[src/rtl/riscv_alu_if.sv]
// Operand/select/result bundle between the execute stage and the ALU.
interface riscv_alu_if;
  logic [31:0] rs1;
  logic [31:0] rs2;
  logic [2:0]  funct3;
  logic        funct7;
  logic [31:0] rd;
  logic        z;

  // Issuing side: presents operands and selects, observes the registered result.
  modport master (
    output rs1, rs2, funct3, funct7,
    input  rd, z
  );

  // ALU side: consumes operands and selects, drives the registered result.
  modport slave (
    input  rs1, rs2, funct3, funct7,
    output rd, z
  );
endinterface

[src/rtl/riscv_alu.sv]
// Registered RV32I register-register ALU: one-cycle latency, result plus zero flag.
module riscv_alu (
  input  logic        clk,
  input  logic        rst,
  riscv_alu_if.slave  bus
);

  typedef enum logic [2:0] {
    F3_ADDSUB = 3'b000,
    F3_SLL    = 3'b001,
    F3_SLT    = 3'b010,
    F3_SLTU   = 3'b011,
    F3_XOR    = 3'b100,
    F3_SR     = 3'b101,
    F3_OR     = 3'b110,
    F3_AND    = 3'b111
  } funct3_e;

  logic [31:0] rd_q, rd_d;
  logic        z_q, z_d;
  logic [4:0]  shamt;
  funct3_e     op;

  assign shamt = bus.rs2[4:0];
  assign op    = funct3_e'(bus.funct3);

  // Combinational operation decode and evaluation.
  always_comb begin
    rd_d = '0;
    unique case (op)
      F3_ADDSUB: rd_d = bus.funct7 ? (bus.rs1 - bus.rs2) : (bus.rs1 + bus.rs2);
      F3_SLL:    rd_d = bus.rs1 << shamt;
      F3_SLT:    rd_d = {31'b0, ($signed(bus.rs1) < $signed(bus.rs2))};
      F3_SLTU:   rd_d = {31'b0, (bus.rs1 < bus.rs2)};
      F3_XOR:    rd_d = bus.rs1 ^ bus.rs2;
      F3_SR:     rd_d = bus.funct7 ? 32'($signed(bus.rs1) >>> shamt) : (bus.rs1 >> shamt);
      F3_OR:     rd_d = bus.rs1 | bus.rs2;
      F3_AND:    rd_d = bus.rs1 & bus.rs2;
      default:   rd_d = '0;
    endcase
    z_d = (rd_d == '0);
  end

  // Result and zero-flag registers; reset leaves a clean zero result.
  always_ff @(posedge clk) begin
    if (rst) begin
      rd_q <= '0;
      z_q  <= 1'b1;
    end else begin
      rd_q <= rd_d;
      z_q  <= z_d;
    end
  end

  assign bus.rd = rd_q;
  assign bus.z  = z_q;

endmodule

[src/flat_wrapper.sv]
// flat-port wrapper written by rule: the top's interface ports become plain ports
module riscv_alu_flat 
  (clk, rst, bus_rs1, bus_rs2, bus_funct3, bus_funct7, bus_rd, bus_z);
  riscv_alu_if bus_i ();
  input  logic clk;
  input  logic rst;
  input wire logic [$bits(bus_i.rs1)-1:0] bus_rs1;
  input wire logic [$bits(bus_i.rs2)-1:0] bus_rs2;
  input wire logic [$bits(bus_i.funct3)-1:0] bus_funct3;
  input wire logic [$bits(bus_i.funct7)-1:0] bus_funct7;
  output wire logic [$bits(bus_i.rd)-1:0] bus_rd;
  output wire logic [$bits(bus_i.z)-1:0] bus_z;
  assign bus_i.rs1 = bus_rs1;
  assign bus_i.rs2 = bus_rs2;
  assign bus_i.funct3 = bus_funct3;
  assign bus_i.funct7 = bus_funct7;
  assign bus_rd = bus_i.rd;
  assign bus_z = bus_i.z;
  riscv_alu u_core (.clk(clk), .rst(rst), .bus(bus_i));
endmodule
[config.mk]
export PLATFORM = sky130hd
export DESIGN_NAME = riscv_alu_flat
export DESIGN_NICKNAME = d
export VERILOG_FILES = /design/src/rtl/riscv_alu_if.sv /design/src/rtl/riscv_alu.sv /design/src/flat_wrapper.sv
export SDC_FILE = /design/constraint.sdc
export NUM_CORES = 1
export LEC_CHECK = 0
export ABC_AREA = 1
export BUFFER_PORTS_ARGS = -buffer_cell sky130_fd_sc_hd__buf_4
export CORE_MARGIN = 2
export CORE_UTILIZATION = 25
export CTS_CLUSTER_DIAMETER = 100
export DETAILED_ROUTE_END_ITERATION = 6
export GPL_TIMING_DRIVEN = 0
export SKIP_LAST_GASP = 1
export SLEW_MARGIN = 15
export SYNTH_ARGS = -nofsm -noshare
export SYNTH_HDL_FRONTEND = slang
export SYNTH_SLANG_ARGS = --single-unit
[constraint.sdc]
create_clock -name clk -period 7.1 [get_ports clk]
set_clock_uncertainty 0.1 [all_clocks]
set_input_delay 1.42 -clock clk [delete_from_list [all_inputs] [get_ports clk]]
set_output_delay 1.42 -clock clk [all_outputs]
set_load 0.02 [all_outputs]
# Yosys cells after proc, flatten, opt, wreduce, memory -nomap -nowiden
# Index checks and enable logic that the tools add are counted.
# classes
bitwise,3
mux,3
eq_ne,7
shifts,3
add_sub_neg,2
n_lt_le_gt_ge,2
n_reduce_logical,2
# op_table
cell,n
32-bit case mux with 8 select lines,1
32-bit less-than comparator,2
32-bit two-way mux,2
32-bit adder,1
32-bit bitwise AND,1
32-bit zero test,1
32-bit bitwise OR,1
32-bit by 5-bit left shift with 32-bit output,1
32-bit by 5-bit >> shifter with 32-bit output,1
32-bit by 5-bit >>> shifter with 32-bit output,1
32-bit subtractor,1
32-bit bitwise XOR,1
3-bit equality test (second input constant),4
3-bit by 2-bit equality test with 1-bit output (second input constant),2
3-bit by 1-bit equality test with 1-bit output (second input constant),1
3-bit zero test,1
# totals
reg_bits,33
inputBits,70
output_inout_bits,33
wordCells,24

# Logic depth before layout (Yosys ltp)
# Gate-level depths: netlist of the first run.
# depth
ltp_word,4
ltp_mapped,25
depth_no_buf,23

# Worst setup path before layout of the first run
# Ideal clock, no wire load.
# synth_path
path_kind,input-to-reg
from,input bus_rs2[3]
to,"register u_core.z_q, in the netlist u_core.bus.z"
slack_ns,3.296
n_path_buf,3
t_required_ns,6.940
t_arrival_ns,3.644
path_stages,22
setup_time_ns,0.060
path_cell_list,buf_4 > inv_2 > buf_1 > ha_1 > buf_2 > nor2_1 > nand2_1 > nor2_1 > nand2_1 > nand3_1 > nand2_1 > nand3_1 > nand2_1 > nand2_1 > nand2_1 > nand3_1 > nand2_1 > nor2_1 > nand2_1 > nor2_1 > nand3_1 > nand2_1
# synth_between
elab_chain_cells,4
elab_cells_between_ends,14
cone_classes,add/sub: 2; order compare: 2; shift: 3; mux: 3; bitwise: 3; reduce/logical: 1
# synth_lines
element,line,text
from (decl),flat_wrapper.sv:8,input wire logic [$bits(bus_i.rs2)-1:0] bus_rs2;
32-bit adder (tied with other cells),riscv_alu.sv:31,F3_ADDSUB: rd_d = bus.funct7 ? (bus.rs1 - bus.rs2) : (bus.rs1 + bus.rs2);
32-bit two-way mux (on tied branches),"riscv_alu.sv:31, riscv_alu.sv:36",
32-bit case mux with 8 select lines (*),riscv_alu.sv:30,unique case (op)
32-bit zero test (*),riscv_alu.sv:41,z_d = (rd_d == '0);
to (signal assigned),riscv_alu.sv:51,z_q <= z_d;
to (decl),riscv_alu.sv:20,"logic z_q, z_d;"
# Mark *: on every way between the ends. The rest lies on a longest branch, timed or not.
# A chain may end at the register's enable or synchronous reset.

# Worst setup path after layout of the first run
# layout_path
from,input bus_rs2[2]
to,"register u_core.z_q, in the netlist u_core.bus.z"
# The elaborated chain is that of the path after synthesis.

==> metrics, run 1 <==
outcome complete, but fails checks; violations in the final reports DRC; critical path class in -> reg; synthesized flop and latch total 33; initial antenna violation count 0; max cap viols 0; Fin Setup TNS 0 ps; Slew Limit Fails 0; first-pass GRT wire length 88,400 um; die area 45,600 um^2; Synth area leaders nand2_1 29%, nand3_1 13%, ha_1 11%; clk sink count 33; Avg WL per Cell 21.0 um; synthesized area 11,000 um^2; number of CTS-inserted buffers 5; global route overflow 0; fin crit share 0.705; Yosys top cell area share 0.287; CTS tree done; Worst-Margin Slew 966 ps; Core Region 43,200 um^2; Post-CTS Hold Fix Bufs 0; Cell Count, Final, Fillers Out 2,884; layout cell share with drive strength beyond 1 0.0966; Crit. End Element flip-flop; total wire length 60,600 um; Starting DRT DRC Count 1,781; dominant synthesized flop cell dfxtp_1; Post-DRT Antenna Nets 0; Max Fclk 0.200 GHz; DR DRC count 5; ys async rst share 0; post-layout minimum cycle time 5010 ps; Placed Instances 2,876; postcts setup bufs 0; # diodes 0; RSZ-0062 raised after global routing no; endpoints failing setup 0; Unique masters post-synth 46; Std-Cell Rows 76; Initial Utilization 0.254; Arr. time, crit path 5120 ps; slew margin rel. 0.350; DR vias 15.0k; leakage 7.17 nW; TritonRoute pass-1 iters 7; CP Data Required Time 7210 ps; largest net degree at the start of global routing 14; Pwr per Cell Area 114 nW/um^2; detailed placement HPWL 51,900 um; Longest Clk Path Bufs 2; Syn Area/Cell 5.01 um^2; crit-path max FO 11; count leader, synth nand2_1; root buf cell clkbuf_16; Global Route Usage Sum 0.264; number of synthesized flops with an enable pin 0; post-synth top area cell nand2_1; Clock transition at path regs 50 ps; IO buf count 101; Post-synth top cells 840 x nand2_1, 287 x nand3_1, 285 x inv_1; die height 214 um; vias per cell 5.21; filler instances 5,183; number of H-tree levels 2; type of origin of the critical path input pin; vias in the first global route 14.2k; final core occ 0.293; post-cts resize count 0; type of the tightest min-delay check in -> reg; Area growth, synth to finish 15.1%; io pins 103; Synth Instances 2,190; Synth warnings 0; Placer Congestion 1.04; Final nets 2,467; Peak VDD IR 98.0 uV; Die X 214 um; sequential cell area fraction in the yosys report 0.0602; syn_nets 2,359; Hold Violations, Final 0
-- critical path, stage by stage --
cell and delay [ps]:
buf_4 120, clkbuf_2 170, inv_2 210, clkbuf_1 690, ha_1 360, buf_2 180, inv_1 80, nand2_1 50
nand2_1 150, nand3_1 90, nand2_1 160, nand2_1 70, nand3_1 190, nand2_1 100, nand3_1 100, nand2_1 100
a21oi_1 360, nand2_1 100, nor2_1 110, nand2_1 50, nor2_1 120, nand3_1 80, nand2_1 60
-- final timing paths --
| check | start | end | slack [ps] | cells past startpoint |
|---|---|---|---|---|
| max | bus_rs2[2] | u_core.bus.z$_SDFF_PP1_ | 2090 | 23 |
| min | rst | u_core.bus.rd[30]$_SDFF_PP0_ | 1480 | 2 |
-- layer usage --
layer / global-route usage / vias to the layer above / wire length, um / share of wire
met5: 0 / - / 0 / 0
met4: 0.140 / 0 / 4010 / 0.066
met3: 0.0518 / 170 / 6180 / 0.10
met2: 0.424 / 849 / 26100 / 0.43
met1: 0.332 / 6833 / 24400 / 0.40
li1: - / 7167 / - / -
-- cells by family (layout without fill, tap and decap cells) --
kind of cell	count (synthesis)	count (layout)	synth area share
buffers and inverters	394	503	0.148
AND/OR/NAND/NOR	1397	1397	0.537
XOR/XNOR	4	4	0.00319
adder cells (fa/ha/maj)	99	99	0.114
AO/OA/AOI/OAI	263	263	0.137
flip-flops	33	33	0.0602
-- cells in the final DEF (no fill, tap or decap), types with 12 or more instances in the layout --
master	instances
buf_4	108
o21ai_0	61
dfxtp_1	33
nor2_1	183
o211ai_1	13
a21oi_1	123
a221oi_1	12
clkbuf_1	25
nand2_2	14
nand3_1	287
nand2_1	840
buf_2	47
ha_1	97
inv_1	285
and2_1	13
o22ai_1	16
-- area by class of cell --
class                           instances  area (um^2)  area share
Clock inverter                          3         46.3     0.00366
Tap cell                              585          732      0.0579
Multi-Input combinational cell       1763         8690       0.688
Buffer                                 98          509      0.0403
Sequential cell                        33          661      0.0523
Clock buffer                            5          125     0.00990
Inverter                              296         1110      0.0882
Timing Repair Buffer                  101          758      0.0600
-- registers in the layout, summed over array words and instances (netlist names) --
signal         count
u_core.bus.rd     32
u_core.bus.z       1
-- where the power goes --
group,switching (mW),total [mW],leakage (nW),internal (mW)
Combinational,0.707,0.996,6.82,0.289
Clock,0.0791,0.245,0.0800,0.166
Sequential,0.00458,0.206,0.272,0.201
Total,0.791,1.45,7.17,0.656
-- through the flow --
step	power (mW)	hold WS (ps)	setup slack (ps)	area, um^2
3_5_place_dp	1.17	1730	1920	12500
3_3_place_gp	1.18	1730	1900	12500
6_report	1.45	1480	2090	12600
2_1_floorplan	0.805	1600	3300	11000
5_1_grt	1.55	1520	1910	12600
4_1_cts	1.42	1470	2210	12600
(Power assumes the default switching activity.)
==> run 2, diff against run 1 <==
- clock period: 7.1 -> 4.41 ns (I/O delays scaled with it)
==> run 2 against run 1 <==
  * The run still ends with DRC left
  * Clock power is 61% higher
  * Critical endpoint unchanged
  * Combinational power grew 61%
  * Final cell count barely moved
  * Highest routed layer unchanged
  * Sequential cell count stayed put
==> metrics, run 2 (synthesized netlist as in run 1, its figures left out) <==
outcome complete, but fails checks; violations in the final reports DRC; Peak VDD IR 158 uV (+61%); type of the tightest min-delay check in -> reg; IO buf count 101 (unchanged); largest net degree at the start of global routing 14 (unchanged); io pins 103 (unchanged); Critical path buffers and inverters 4 (-2); max cap viols 0 (unchanged); DR DRC count 7 (+2); global route overflow 0 (unchanged); Reg power frac 0.142 (about the same); die height 214 um (unchanged); CP cell instances buf_4 > buf_6 > clkinv_2 > buf_2 > fa_1 > nand2_1 > nand2_1 > nand3_1 > nand2_1 > nand2_1 > nand3_1 > nand2_1 > nand2_1 > nand2_1 > nand2_1 > a21oi_1 > nand2_1 > nor2_1 > nand2_1 > nor2_1 > nand3_1 > nand2_1; # diodes 0 (unchanged); die area 45,600 um^2 (unchanged); post-layout minimum cycle time 3980 ps; Hold Violations, Final 0 (unchanged); postcts setup bufs 0 (unchanged); Crit path top cell by count nand2_1; fin crit share 0.904; slew margin rel. 0.355 (+0.00501); Area growth, synth to finish 15.1% (about the same); clk sink count 33 (unchanged); Max stage delay cell, worst path fa_1; vias in the first global route 14.2k (unchanged); type of origin of the critical path input pin; detailed placement HPWL 51,900 um (unchanged); switch share 0.547 (about the same); endpoints failing setup 0 (unchanged); Starting DRT DRC Count 1,823 (+2.4%); Initial Utilization 0.254 (unchanged); vias per cell 5.22 (+0.32%); TritonRoute pass-1 iters 7 (unchanged); critical path's top delay family simple AND/OR/NAND/NOR gates; Final nets 2,465 (-0.081%); total wire length 60,600 um (about the same); Slew Limit Fails 0 (unchanged); worst setup margin 425 ps (-1670 ps); Comb pwr share 0.688 (about the same); Post-CTS Hold Fix Bufs 0 (unchanged); DR vias 15.1k (+0.25%); most frequent cells in the layout 840 x nand2_1, 287 x nand3_1, 285 x inv_1; P_sw 1.27 mW (+61%); Crit. End Element flip-flop; Clock transition at path regs 50 ps (about the same); Placer Congestion 1.04 (unchanged); number of H-tree levels 2 (unchanged); leakage 7.17 nW (about the same); RSZ-0062 raised after global routing no; Worst-Margin Slew 959 ps (-7.44 ps); Post-DRT Antenna Nets 0 (unchanged); crit-path max FO 13 (+2); critical path class in -> reg; CP peak stage delay 510 ps (-180 ps); Avg WL per Cell 21.0 um (about the same); Arr. time, crit path 4100 ps (-1020 ps); Longest Clk Path Bufs 2 (unchanged); final core occ 0.293 (about the same); Pint 1.06 mW (+61%); Clock power frac 0.169 (about the same); Std-Cell Rows 76 (unchanged); Global Route Usage Sum 0.264 (unchanged); CTS tree done; layout cell share with drive strength beyond 1 0.0966 (about the same); CP Data Required Time 4520 ps (-2690 ps); Max Fclk 0.251 GHz; Pwr per Cell Area 184 nW/um^2 (+61%); Largest register FFs 32 (unchanged); post-cts resize count 0 (unchanged); commonest non-fill, non-tap cell in the layout nand2_1; first-pass GRT wire length 88,400 um (unchanged); root buf cell clkbuf_16; number of CTS-inserted buffers 5 (unchanged); Die X 214 um (unchanged); initial antenna violation count 0 (unchanged); Place WS -227 ps (-2150 ps); Core Region 43,200 um^2 (unchanged)
run 2: worst paths after layout:
| kind | from | endpoint | slack [ps] | cells past startpoint |
|---|---|---|---|---|
| hold / removal | rst | u_core.bus.rd[30]$_SDFF_PP0_ | 940 | 2 |
| setup / recovery | bus_rs2[1] | u_core.bus.z$_SDFF_PP1_ | 430 | 22 |
run 2: layout make-up:
cell class	instances	area, um^2
multi-input cells	1763	8690
plain buffers	96	502
inverters	296	1110
clock inverters	3	46.3
well taps	585	732
fillers	5183	30500
repair buffers	101	758
clock buffers	5	125
flip-flops and latches	33	661
run 2: power by group through the flow:
stage / Sequential (mW) / Clock [mW] / Combinational [mW]
after floorplan: 0.369 / 0 / 0.927
after global placement: 0.338 / 0 / 1.56
after detailed placement: 0.338 / 0 / 1.55
after CTS: 0.331 / 0.403 / 1.55
after global routing: 0.333 / 0.419 / 1.74
final: 0.331 / 0.395 / 1.60
run 2: per-stage QoR:
| step | area (um^2) | power (mW) | TNS [ps] | instances | hold WS [ps] |
|---|---|---|---|---|---|
| 4_1_cts | 12600 | 2.29 | 0 | 2884 | 928 |
| 5_1_grt | 12600 | 2.49 | 0 | 2882 | 978 |
| 2_1_floorplan | 11000 | 1.30 | 0 | 2190 | 1060 |
| 3_3_place_gp | 12500 | 1.90 | -254 | 2876 | 1200 |
| 6_report | 12600 | 2.33 | 0 | 2882 | 942 |
| 3_5_place_dp | 12500 | 1.88 | -227 | 2876 | 1190 |
run 2: routing by layer:
metal / vias to the layer above / part of all wire / GRT usage
li1: 7169 / - / -
met1: 6843 / 0.40 / 0.332
met2: 869 / 0.43 / 0.424
met3: 175 / 0.10 / 0.0518
met4: 0 / 0.066 / 0.140
met5: - / 0 / 0
